### src/rtl/first_nios2_system_sysid_pkg.sv
// Shared types and constants for the first_nios2_system sysid reader.
package first_nios2_system_sysid_pkg;

  typedef enum logic [1:0] {
    IDLE   = 2'd0,
    RD_ID  = 2'd1,
    RD_TS  = 2'd2,
    FINISH = 2'd3
  } state_e;

  localparam logic [31:0] DEFAULT_EXPECTED_TS = 32'd1457698467;
  localparam int unsigned TIMEOUT_W           = 16;

endpackage

### src/rtl/first_nios2_system_sysid_timeout.sv
// Waitrequest cycle counter for one Avalon read; expired fires on the cycle that
// completes the LIMIT-th consecutive stalled cycle.
module first_nios2_system_sysid_timeout
  import first_nios2_system_sysid_pkg::*;
#(
  parameter int unsigned LIMIT = 255
) (
  input  logic clock,
  input  logic reset_n,
  input  logic clear,
  input  logic enable,
  output logic expired
);

  localparam logic [TIMEOUT_W-1:0] Last = TIMEOUT_W'(LIMIT - 1);

  logic [TIMEOUT_W-1:0] count_q;
  logic [TIMEOUT_W-1:0] count_d;

  always_comb begin
    count_d = count_q;
    if (clear) begin
      count_d = '0;
    end else if (enable) begin
      count_d = count_q + 1'b1;
    end
  end

  always_ff @(posedge clock or negedge reset_n) begin
    if (!reset_n) begin
      count_q <= '0;
    end else begin
      count_q <= count_d;
    end
  end

  assign expired = enable && (count_q == Last);

endmodule

### src/rtl/first_nios2_system_sysid_reader.sv
// Reads the sysid ID and timestamp words back-to-back and compares them with the expected
// values. Define SYSID_READER_RETRY_EN to reissue a timed-out read once before giving up.
module first_nios2_system_sysid_reader
  import first_nios2_system_sysid_pkg::*;
#(
  parameter logic [31:0] EXPECTED_ID    = 32'd0,
  parameter logic [31:0] EXPECTED_TS    = DEFAULT_EXPECTED_TS,
  parameter int unsigned TIMEOUT_CYCLES = 255
) (
  input  logic        clock,
  input  logic        reset_n,
  input  logic        start,
  output logic        avm_address,
  output logic        avm_read,
  input  logic [31:0] avm_readdata,
  input  logic        avm_waitrequest,
  output logic        busy,
  output logic        done,
  output logic        id_ok,
  output logic        ts_ok,
  output logic        timeout,
  output logic [31:0] id_value,
  output logic [31:0] ts_value
);

`ifdef SYSID_READER_RETRY_EN
  localparam bit RetryEn = 1'b1;
`else
  localparam bit RetryEn = 1'b0;
`endif

  state_e      state_q, state_d;
  logic        idOk_q, idOk_d;
  logic        tsOk_q, tsOk_d;
  logic        timeout_q, timeout_d;
  logic [31:0] idValue_q, idValue_d;
  logic [31:0] tsValue_q, tsValue_d;
  logic        gap_q, gap_d;
  logic        retried_q, retried_d;

  logic reading;
  logic stalled;
  logic accept;
  logic expired;

  // gap_q marks the single idle cycle between a timed-out read and its retry
  assign reading = ((state_q == RD_ID) || (state_q == RD_TS)) && !gap_q;
  assign stalled = reading && avm_waitrequest;
  assign accept  = reading && !avm_waitrequest;

  first_nios2_system_sysid_timeout #(
    .LIMIT(TIMEOUT_CYCLES)
  ) u_timeout (
    .clock  (clock),
    .reset_n(reset_n),
    .clear  (!stalled),
    .enable (stalled),
    .expired(expired)
  );

  always_comb begin
    state_d   = state_q;
    idOk_d    = idOk_q;
    tsOk_d    = tsOk_q;
    timeout_d = timeout_q;
    idValue_d = idValue_q;
    tsValue_d = tsValue_q;
    gap_d     = 1'b0;
    retried_d = retried_q;
    unique case (state_q)
      IDLE: begin
        if (start) begin
          state_d   = RD_ID;
          idOk_d    = 1'b0;
          tsOk_d    = 1'b0;
          timeout_d = 1'b0;
          retried_d = 1'b0;
        end
      end
      RD_ID: begin
        if (accept) begin
          idValue_d = avm_readdata;
          idOk_d    = (avm_readdata == EXPECTED_ID);
          retried_d = 1'b0;
          state_d   = RD_TS;
        end else if (expired) begin
          if (RetryEn && !retried_q) begin
            gap_d     = 1'b1;
            retried_d = 1'b1;
          end else begin
            timeout_d = 1'b1;
            state_d   = FINISH;
          end
        end
      end
      RD_TS: begin
        if (accept) begin
          tsValue_d = avm_readdata;
          tsOk_d    = (avm_readdata == EXPECTED_TS);
          retried_d = 1'b0;
          state_d   = FINISH;
        end else if (expired) begin
          if (RetryEn && !retried_q) begin
            gap_d     = 1'b1;
            retried_d = 1'b1;
          end else begin
            timeout_d = 1'b1;
            state_d   = FINISH;
          end
        end
      end
      FINISH: begin
        state_d = IDLE;
      end
      default: begin
        state_d = IDLE;
      end
    endcase
  end

  always_ff @(posedge clock or negedge reset_n) begin
    if (!reset_n) begin
      state_q   <= IDLE;
      idOk_q    <= 1'b0;
      tsOk_q    <= 1'b0;
      timeout_q <= 1'b0;
      idValue_q <= '0;
      tsValue_q <= '0;
      gap_q     <= 1'b0;
      retried_q <= 1'b0;
    end else begin
      state_q   <= state_d;
      idOk_q    <= idOk_d;
      tsOk_q    <= tsOk_d;
      timeout_q <= timeout_d;
      idValue_q <= idValue_d;
      tsValue_q <= tsValue_d;
      gap_q     <= gap_d;
      retried_q <= retried_d;
    end
  end

  assign avm_read    = reading;
  assign avm_address = (state_q == RD_TS);
  assign busy        = (state_q == RD_ID) || (state_q == RD_TS);
  assign done        = (state_q == FINISH);
  assign id_ok       = idOk_q;
  assign ts_ok       = tsOk_q;
  assign timeout     = timeout_q;
  assign id_value    = idValue_q;
  assign ts_value    = tsValue_q;

endmodule

### config.mk
export PLATFORM = sky130hd
export DESIGN_NAME = first_nios2_system_sysid_reader
export DESIGN_NICKNAME = d
export VERILOG_FILES = /design/src/rtl/first_nios2_system_sysid_pkg.sv /design/src/rtl/first_nios2_system_sysid_timeout.sv /design/src/rtl/first_nios2_system_sysid_reader.sv
export SDC_FILE = /design/constraint.sdc
export NUM_CORES = 1
export LEC_CHECK = 0
export ABC_AREA = 1
export CAP_MARGIN = 10
export CORE_UTILIZATION = 52
export CTS_CLUSTER_DIAMETER = 200
export DETAILED_ROUTE_END_ITERATION = 6
export PLACE_DENSITY = 0.84
export SETUP_SLACK_MARGIN = 0.3
export SLEW_MARGIN = 20
export SYNTH_ARGS = -nofsm -noshare
export SYNTH_HDL_FRONTEND = slang
export SYNTH_HIERARCHICAL = 1
export SYNTH_SLANG_ARGS = --single-unit
### constraint.sdc
create_clock -name clock -period 2.7 [get_ports clock]
set_input_delay 0.27 -clock clock [delete_from_list [all_inputs] [get_ports clock]]
set_output_delay 0.27 -clock clock [all_outputs]
set_load 0.05 [all_outputs]
==> results.cfg <==
[die]
die-height_um = 90.12
placeableCoreArea_um2 = 7370
dieArea_um2 = 8121
standard_cell_row_count = 31
io_pins = 107
die_x_um = 90.12
initial_core_util = 0.5479

[route]
drt-initial-drc-count = 230
first_pass_iteration_count_of_the_detailed_router = 4
wl_per_cell_um = 14.34
drt_wl_total_mm = 9.778
drtAntennaViolNets = 0
vias_per_cell = 5.045
via_count = 3441
drt_drc_violations_left = 0

[power_and_ir_drop]
intPower_mw = 3.366
power_frac_comb = 0.563
clkPwrFrac = 0.139
power.switching_mw = 3.314
vdd_drop_max_v = 0.0008576
power-per-cell-area_nw_per_um2 = 1242
p_leak_nw = 2.533
switching_share = 0.4961
p_seq_frac = 0.297

[yosys]
syn-cell-area_um2 = 4038
synthDistinctLibCells = 25
synth_top_cells_by_count = nand2_1, dfrtp_1, nor2_1
mean_instance_size_in_the_synthesized_netlist_um2 = 8.627
synth.top_cell.area_share = 0.5268
synth_seq_cells = 85
synth-seq-area-share = 0.5268
synth.largest_area_cell = dfrtp_1
synthesis.yosys.warnings = 6
mappedNetlistNets = 511
synthArstFlopShare = 1.000
synth_cells = 468
post-synth-top-count-cell = nand2_1
synth_top_cells_by_area = dfrtp_1, nand2_1, o21ai_2
synth_enable_flop_cells = 0
dominantRegCellSynth = dfrtp_1

[sta]
fin_skew_ns = 0.007481
achievable-frequency_ghz = 0.4375
fin_ws_ns = 0.4142
finalHoldViolations = 0
layout_worst_path_cycle_share = 0.8466
setup-violations-final = 0
timing_worst_slew_pin_value_ns = 0.5581
fin_tns_setup_ns = 0
max_slew_margin = 0.6267
report.final.slew_viol_count = 0
rsz0062_at_grt = false
fin_crit_ns = 2.286

[outcome]
status = finished clean

[worst_setup_path]
crit_path_cell_trace = inv_1 -> ha_1 -> clkdlybuf4s50_1
worst-setup-path-type = register to output port
start_kind = register
critPathTopFamily = buffers and inverters
critPathBufInv = 2
worst_setup_path_end_kind = output port
timing.critical_path.fanout_max = 5
arrival_time_reported_for_the_critical_path_endpoint_ns = 2.02
worst-endpoint-required_ns = 2.43
max_incr_delay_on_cp_ns = 0.84
cp_slowest_cell = clkdlybuf4s50_1

[layout]
diodes = 0
finish.net_count = 621
layout-drive-gt1-share = 0.1286
area_growth_syn_to_layout_pct = 33.22
num-fill-cells = 556
post-route-util = 0.7299

[flow_run]
maxCapViolCount = 0

[clocking]
cts-htree-levels = 3
cts_max_path_buffers = 2
tritoncts = done
cts_inserted_buffers = 9
worstSkewPairLatency_ns = 0.34
cts_root_buf = clkbuf_8
clkSinkCount = 85
path_clk_slew_ns = 0.09

[placed_design]
post-dp-hpwl_mm = 7.292
routabilityCongestion = 0.8889
place_ws_ns = 0.5862
port_buffers = 106

[global_routing]
grt_overflow_total = 0
antenna_violations_before_repair = 0
wire_length_of_the_first_global_routing_pass_mm = 16.19
vias_in_the_first_global_route = 3345
grt_start_max_net_pins = 42
grt_usage = 0.2516

[worst_hold_path]
hp-class = input pin to asynchronous set/reset pin
[final timing paths]
| kind | startpoint | end | slack, ns | cells after the start |
|---|---|---|---|---|
| worst max-delay path | state_q[0] | avm_address | 0.41 | 3 |
| worst min-delay path | reset_n | u_timeout/count_q[4] | 0.43 | 2 |
| worst max register to register | state_q[1] | state_q[1] | 0.54 | 10 |
| worst min register to register | id_value[18] | id_value[18] | 0.49 | 2 |
| max in group asynchronous | reset_n | ts_value[13] | 1.54 | 3 |
| min in group clock | id_value[18] | id_value[18] | 0.49 | 2 |
[worst register-to-register path, stage by stage (launching register included)]
cell and delay, ns:
dfrtp_1 0.43, inv_1 0.11, ha_1 0.45, nand2_1 0.20, inv_1 0.22, nand4_1 0.13
nor2_1 0.12, inv_1 0.08, nand3_1 0.10, a21oi_1 0.07, o21ai_0 0.17
[metal layers]
metal / vias to the layer above / share of wire / track usage
met5: - / 0 / 0
met4: 0 / 0.013 / 0.08199
met3: 11 / 0.063 / 0.06176
met2: 100 / 0.50 / 0.4294
met1: 1638 / 0.42 / 0.3136
li1: 1692 / - / -
[state kept, by name, summed over array words and instances, names as in the netlist]
register,flops
id_ok,1
id_value,32
state_q,2
timeout,1
ts_ok,1
ts_value,32
u_timeout/count_q,16
[per-stage QoR]
step	instance area (µm²)	power, mW	hold WS, ns	cells
after CTS	5379	6.711	0.4520	682
final	5379	6.680	0.4325	682
after detailed placement	5165	5.784	0.2916	665
after global routing	5379	6.987	0.4819	682
after floorplan	4038	4.564	-0.02559	468
after global placement	5165	5.692	0.2845	665
[layout by cell type (no fill, tap or decap), types with 3 or more instances in the layout]
cell	n
inv_2	3
nand4_1	4
buf_4	6
clkbuf_8	10
ha_1	7
nand2_1	134
dfrtp_1	85
a21oi_1	8
nor2_4	6
nand2_2	5
o21ai_2	33
o21ai_0	37
clkdlybuf4s50_1	103
nor2_1	56
inv_1	51
nand3_1	13
o21ai_1	3
[power groups by stage]
stage / clock, mW / sequential (mW) / combinational [mW]
2_1_floorplan: 0 / 3.50 / 1.06
3_3_place_gp: 0 / 1.99 / 3.71
3_5_place_dp: 0 / 2.00 / 3.78
4_1_cts: 0.945 / 1.98 / 3.78
5_1_grt: 1.00 / 2.04 / 3.95
6_report: 0.931 / 1.99 / 3.76
[cell families (layout without fill, tap and decap cells)]
| kind of cell | Yosys count | after routing | synth area share |
|---|---|---|---|
| compound gates | 83 | 83 | 0.1348 |
| fa+ha+maj | 7 | 7 | 0.02169 |
| buf+inv | 68 | 183 | 0.07809 |
| flops | 85 | 85 | 0.5268 |
| simple gates | 225 | 225 | 0.2386 |
[cell type report]
class	instances	area (µm²)	area share
clock buffer	10	137.6	0.02559
clock inverter	6	68.82	0.01279
inverter	54	202.7	0.03768
multi-input combinational	315	1595	0.2966
sequential	85	2127	0.3954
tap	99	123.9	0.02303
timing repair buffer	113	1124	0.2089
[repair_timing]
item | in CTS | in global routing
endpoints found under the hold margin | 39 | 0
endpoints found under the setup margin | 2 | 0
gates resized for setup | 2 | 0
hold buffers | 1 | 0
setup buffers | 0 | 0
Power figures use the tool's default switching activity.
==> patch 1 (config.mk and constraints unchanged) <==
The option `SYSID_READER_RETRY_EN` is turned on by a define.
--- a/src/rtl/first_nios2_system_sysid_reader.sv
+++ b/src/rtl/first_nios2_system_sysid_reader.sv
@@ -2,2 +2,4 @@
 // values. Define SYSID_READER_RETRY_EN to reissue a timed-out read once before giving up.
+`define SYSID_READER_RETRY_EN
+
 module first_nios2_system_sysid_reader
Function: same outputs for any inputs over 4 cycles, from zero or initial values and one cycle with reset_n low; that may be too few to reach the edited logic, so the function may still have changed.
==> patch 1 against the unedited design <==
  * Synthesized area grew 3.8%
  * Non-clock buffer count shrank 2
  * First-iteration DRC count decreased by 26%
  * Worst setup slack improved by 0.0094 ns
  * Cell count grew 1.8%
  * Die area increased by 3.7%
  * Synthesized cell count rose by 2.1%
  * Cell area grew 2.3%
  * Total power decreased by 3.1%
  * Via count grew 3.9%
  * Sequential cell count is 2 higher
  * Routed wire length grew 2.7%
  * Clock skew rose by 0.0070 ns
  * Global-route usage shrank 0.58 points
==> patch 1: results <==
set metrics [dict create \
    ys_async_sr_fraction_pct 100 \
    clock_latency_ns 0.36 \
    leakage_nw 2.59 \
    synth-seq-area-share_pct 52.0 \
    clk_pin_slew_ns 0.08 \
    worst_r2r_endpoint "timeout$_DFFE_PN0P_" \
    wl_mm 10.0 \
    globalRouteTotalUtil_pct 24.6 \
    cts_buffers 9 \
    peakVddDrop_mv 0.692 \
    io_buffers 106 \
    status "complete, no violations" \
    ys.warnings.count 6 \
    path_class "reg -> out" \
    grt_pass1_wl_mm 16.2 \
    drt-pass1-iter-count 4 \
    yosys_most_used_dff "dfrtp_1" \
    reg2reg_depth 13 \
    pre_cts_ws_ns 0.316 \
    hold_class "in -> async" \
    dp_hpwl_mm 7.37 \
    finClkSkew_ns 0.0145 \
    grt_pass1_vias 3445 \
    crit_fanout 4 \
    nNetsFinal 631 \
    r2r_start "state_q[0]$_DFFE_PN0P_" \
    syn_nets 522 \
    grt_max_degree 65 \
    cts_max_path_buffers 2 \
    gp_congestion 0.826 \
    arrival_ns 2.01 \
    tightest_slew_ns 0.798 \
    fillers 620 \
    viasPerCell 5.15 \
    synthTopCellsByCount "nand2_1, dfrtp_1, inv_1, nor2_1, o21ai_2" \
    drt_iter0_markers 171 \
    htree_num_levels 3 \
    synth_cell_types 31 \
    diodes 0 \
    synth.area.top_cells "dfrtp_1, nand2_1, o21ai_2" \
    drive_gt1_share_pct 13.9 \
    root_buffer "clkbuf_8" \
    antenna_found_initial 0 \
    rrSetupSlack_ns 0.48 \
]
==> patch 1: cell types whose count changed after synthesis, sizes merged, moves of 2 or more <==
cell / unedited run / this run
nand2: 140 / 126
inv: 54 / 62
a21oi: 8 / 13
nand3: 15 / 19
nand4: 4 / 7
dfrtp: 85 / 87
nor2: 64 / 62
o22ai: 0 / 2
==> patch 1: cell type report <==
class / instances / area share, %
tap: 102 / 2.32
timing repair buffer: 111 / 20.0
clock inverter: 6 / 0.819
multi-input combinational: 316 / 30.7
inverter: 62 / 4.27
sequential: 87 / 39.6
clock buffer: 10 / 2.32
==> patch 1: worst max path at each step <==
stage                      startpoint                  end  slack [ns]
2_1_floorplan  state_q[1]$_DFFE_PN0P_  timeout$_DFFE_PN0P_        0.31
3_3_place_gp   state_q[1]$_DFFE_PN0P_  timeout$_DFFE_PN0P_        0.51
3_5_place_dp   state_q[1]$_DFFE_PN0P_  timeout$_DFFE_PN0P_        0.32
4_1_cts        state_q[1]$_DFFE_PN0P_  timeout$_DFFE_PN0P_        0.30
5_1_grt        state_q[0]$_DFFE_PN0P_  timeout$_DFFE_PN0P_        0.29
6_report       state_q[0]$_DFFE_PN0P_                 busy        0.42
==> patch 1: critical path, cell delays in order (launching register included) <==
cell	delay, ns
dfrtp_1	0.40
inv_1	0.13
ha_4	0.31
clkdlybuf4s50_1	0.81
==> patch 1: stage by stage <==
step	hold slack [ns]	cell area [sq um]	cells
after floorplan	-0.0256	4200	478
after global placement	0.336	5300	676
after detailed placement	0.343	5300	676
after CTS	0.484	5480	693
after global routing	0.504	5500	694
final	0.480	5500	694
==> patch 1: what timing repair did <==
item / 4_1_cts / 5_1_grt
endpoints found under the setup margin: 2 / 5
hold buffers: 1 / 0
endpoints found under the hold margin: 51 / 0
buffers inserted: 0 / 1
pin swaps: 0 / 0
resized for setup: 1 / 4
==> patch 1: where the power goes <==
group          internal (mW)  switching (mW)  leakage, nW  total [mW]
sequential              1.73           0.253         1.13        1.99
clock                  0.338           0.487       0.0789       0.825
combinational           1.16            2.50         1.38        3.66
==> patch 1: logic make-up (layout without fill, tap and decap cells) <==
kind of cell / after synthesis / after routing / synth area share (%)
buf+inv: 75 / 189 / 8.24
compound gates: 89 / 89 / 13.7
flops: 87 / 87 / 52.0
fa+ha+maj: 8 / 8 / 2.39
simple gates: 219 / 219 / 23.7
==> patch 1: metal layers <==
layer	routed length [microns]	part of all wire [%]	track usage [%]	vias up
li1	-	-	-	1731
met1	4250	42	31.5	1726
met2	5130	51	41.9	101
met3	465	4.6	4.15	18
met4	207	2.1	9.51	0
met5	0	0	0	-
==> patch 2 (same settings) <==
Made on the original files. Reset style: synchronous (`reset_n`), changed in 2 clocked blocks.
--- a/src/rtl/first_nios2_system_sysid_timeout.sv
+++ b/src/rtl/first_nios2_system_sysid_timeout.sv
@@ -28,3 +28,3 @@
 
-  always_ff @(posedge clock or negedge reset_n) begin
+  always_ff @(posedge clock) begin
     if (!reset_n) begin
--- a/src/rtl/first_nios2_system_sysid_reader.sv
+++ b/src/rtl/first_nios2_system_sysid_reader.sv
@@ -120,3 +120,3 @@
 
-  always_ff @(posedge clock or negedge reset_n) begin
+  always_ff @(posedge clock) begin
     if (!reset_n) begin
Function: differs if reset_n is asserted again (counterexample within 4 cycles, from zero or initial values and one cycle with reset_n low); with reset_n held inactive, the same outputs for 10 cycles.
==> patch 2 against the unedited design <==
  * Highest routed layer unchanged
  * Synthesized area shrank 6.6%
  * Cell count grew 5.6%
  * Sequential cell count is the same
  * Critical endpoint unchanged
  * Worst setup slack gained 0.064 ns
  * Cell area is 6.8% lower
  * Routed wire length is 0.83% lower
  * Synthesized cell count grew 11%
Power is not compared: it rests on default switching activity, and its combinational part moved more than twofold at a synthesized area within 25%.
==> patch 2: results <==
set metrics [dict create \
    yosys_most_used_dff "dfxtp_1" \
    status "complete, no violations" \
    drt-met1-wl_mm 4.08 \
    ys_async_sr_fraction_pct 0 \
    synth_cell_types 28 \
    fillers 584 \
    arrival_ns 1.95 \
    tightest_slew_ns 0.663 \
    wl_met3_microns 669 \
    highest_layer "met4" \
    grt_pass1_vias 3418 \
    viasPerCell 5.10 \
    hold_class "in -> reg" \
    drt_iter0_markers 204 \
    drive_gt1_share_pct 7.37 \
    r2r_start "state_q[0]$_SDFFE_PN0P_" \
    syn_nets 563 \
    synth-xor-area-share_pct 0.232 \
    synthTopCellsByCount "nor2_1, dfxtp_1, inv_1, nand2_1, a21oi_1" \
    place_inst 704 \
    grt_pass1_wl_mm 15.8 \
    nNetsFinal 662 \
    vias 3674 \
    clock_latency_ns 0.36 \
    wl_met2_mm 4.74 \
    crit_fanout 4 \
    worst_r2r_endpoint "state_q[1]$_SDFFE_PN0P_" \
    synth-compound-area-share_pct 17.5 \
    holdWs_ns 0.380 \
    wire_per_inst_microns 13.5 \
    globalRouteTotalUtil_pct 26.8 \
    drt-pass1-iter-count 5 \
    finClkSkew_ns 0.00794 \
    synth.area.top_cells "dfxtp_1, nor2_1, a21oi_1" \
    synth-seq-area-share_pct 45.1 \
    pre_cts_ws_ns 0.485 \
    grt_max_degree 65 \
    dp_hpwl_mm 7.00 \
]
[patch 2: cell types whose count changed after synthesis, moves of 3 or more]
cell | before | now
dfrtp_1 | 85 | 0
buf_2 | 3 | 6
o21ai_1 | 3 | 28
a21oi_1 | 8 | 54
clkbuf_1 | 0 | 5
nor2_1 | 56 | 98
nor2_2 | 2 | 6
nand2_1 | 134 | 63
o21ai_2 | 33 | 0
inv_1 | 51 | 70
clkbuf_2 | 3 | 0
dfxtp_1 | 0 | 85
o21ai_0 | 37 | 44
[patch 2: cell type report]
| type | count | area (sq um) | area share, % |
|---|---|---|---|
| Inverter | 74 | 278 | 5.54 |
| Clock inverter | 7 | 57.6 | 1.15 |
| Multi-Input combinational cell | 340 | 1650 | 33.0 |
| Sequential cell | 85 | 1700 | 34.0 |
| Timing Repair Buffer | 109 | 1080 | 21.5 |
| Tap cell | 96 | 120 | 2.40 |
| Clock buffer | 9 | 124 | 2.47 |
[patch 2: timing repair]
action / 4_1_cts / 5_1_grt
hold buffers: 0 / 0
setup endpoints to repair: 2 / 1
gates resized for setup: 2 / 3
[patch 2: worst max path at each step]
stage	startpoint	end	slack, ns	cells after the start
after floorplan	state_q[1]$_SDFFE_PN0P_	state_q[1]$_SDFFE_PN0P_	0.49	10
after global placement	state_q[1]$_SDFFE_PN0P_	state_q[1]$_SDFFE_PN0P_	0.67	10
after detailed placement	state_q[1]$_SDFFE_PN0P_	state_q[1]$_SDFFE_PN0P_	0.49	10
after CTS	state_q[1]$_SDFFE_PN0P_	state_q[1]$_SDFFE_PN0P_	0.33	10
after global routing	state_q[0]$_SDFFE_PN0P_	state_q[1]$_SDFFE_PN0P_	0.35	10
final	state_q[0]$_SDFFE_PN0P_	avm_address	0.48	3
[patch 2: routing by layer]
metal,up-vias,GRT usage (%)
met5,-,0
met4,0,10.9
met3,16,4.17
met2,124,45.6
met1,1682,34.0
li1,1852,-
[patch 2: critical path: stages, from the launching register on]
cell	delay (ns)
dfxtp_1	0.35
inv_1	0.12
ha_1	0.28
clkdlybuf4s50_1	0.84
[patch 2: logic make-up (layout without fill, tap and decap cells)]
logic type | after synthesis | count (layout)
and+or+nand+nor | 202 | 202
AOI/OAI and AO/OA | 130 | 130
buffers and inverters | 95 | 199
DFF | 85 | 85
adders and majority gates | 7 | 7
xor gates and xnor gates | 1 | 1
[patch 2: power by group through the flow]
stage	sequential [mW]	clock [mW]	combinational (mW)
final	1.32	0.836	0.559
after global routing	1.33	0.897	0.597
after CTS	1.32	0.851	0.555
after detailed placement	1.35	0	0.555
after global placement	1.35	0	0.544
after floorplan	1.48	0	0.235
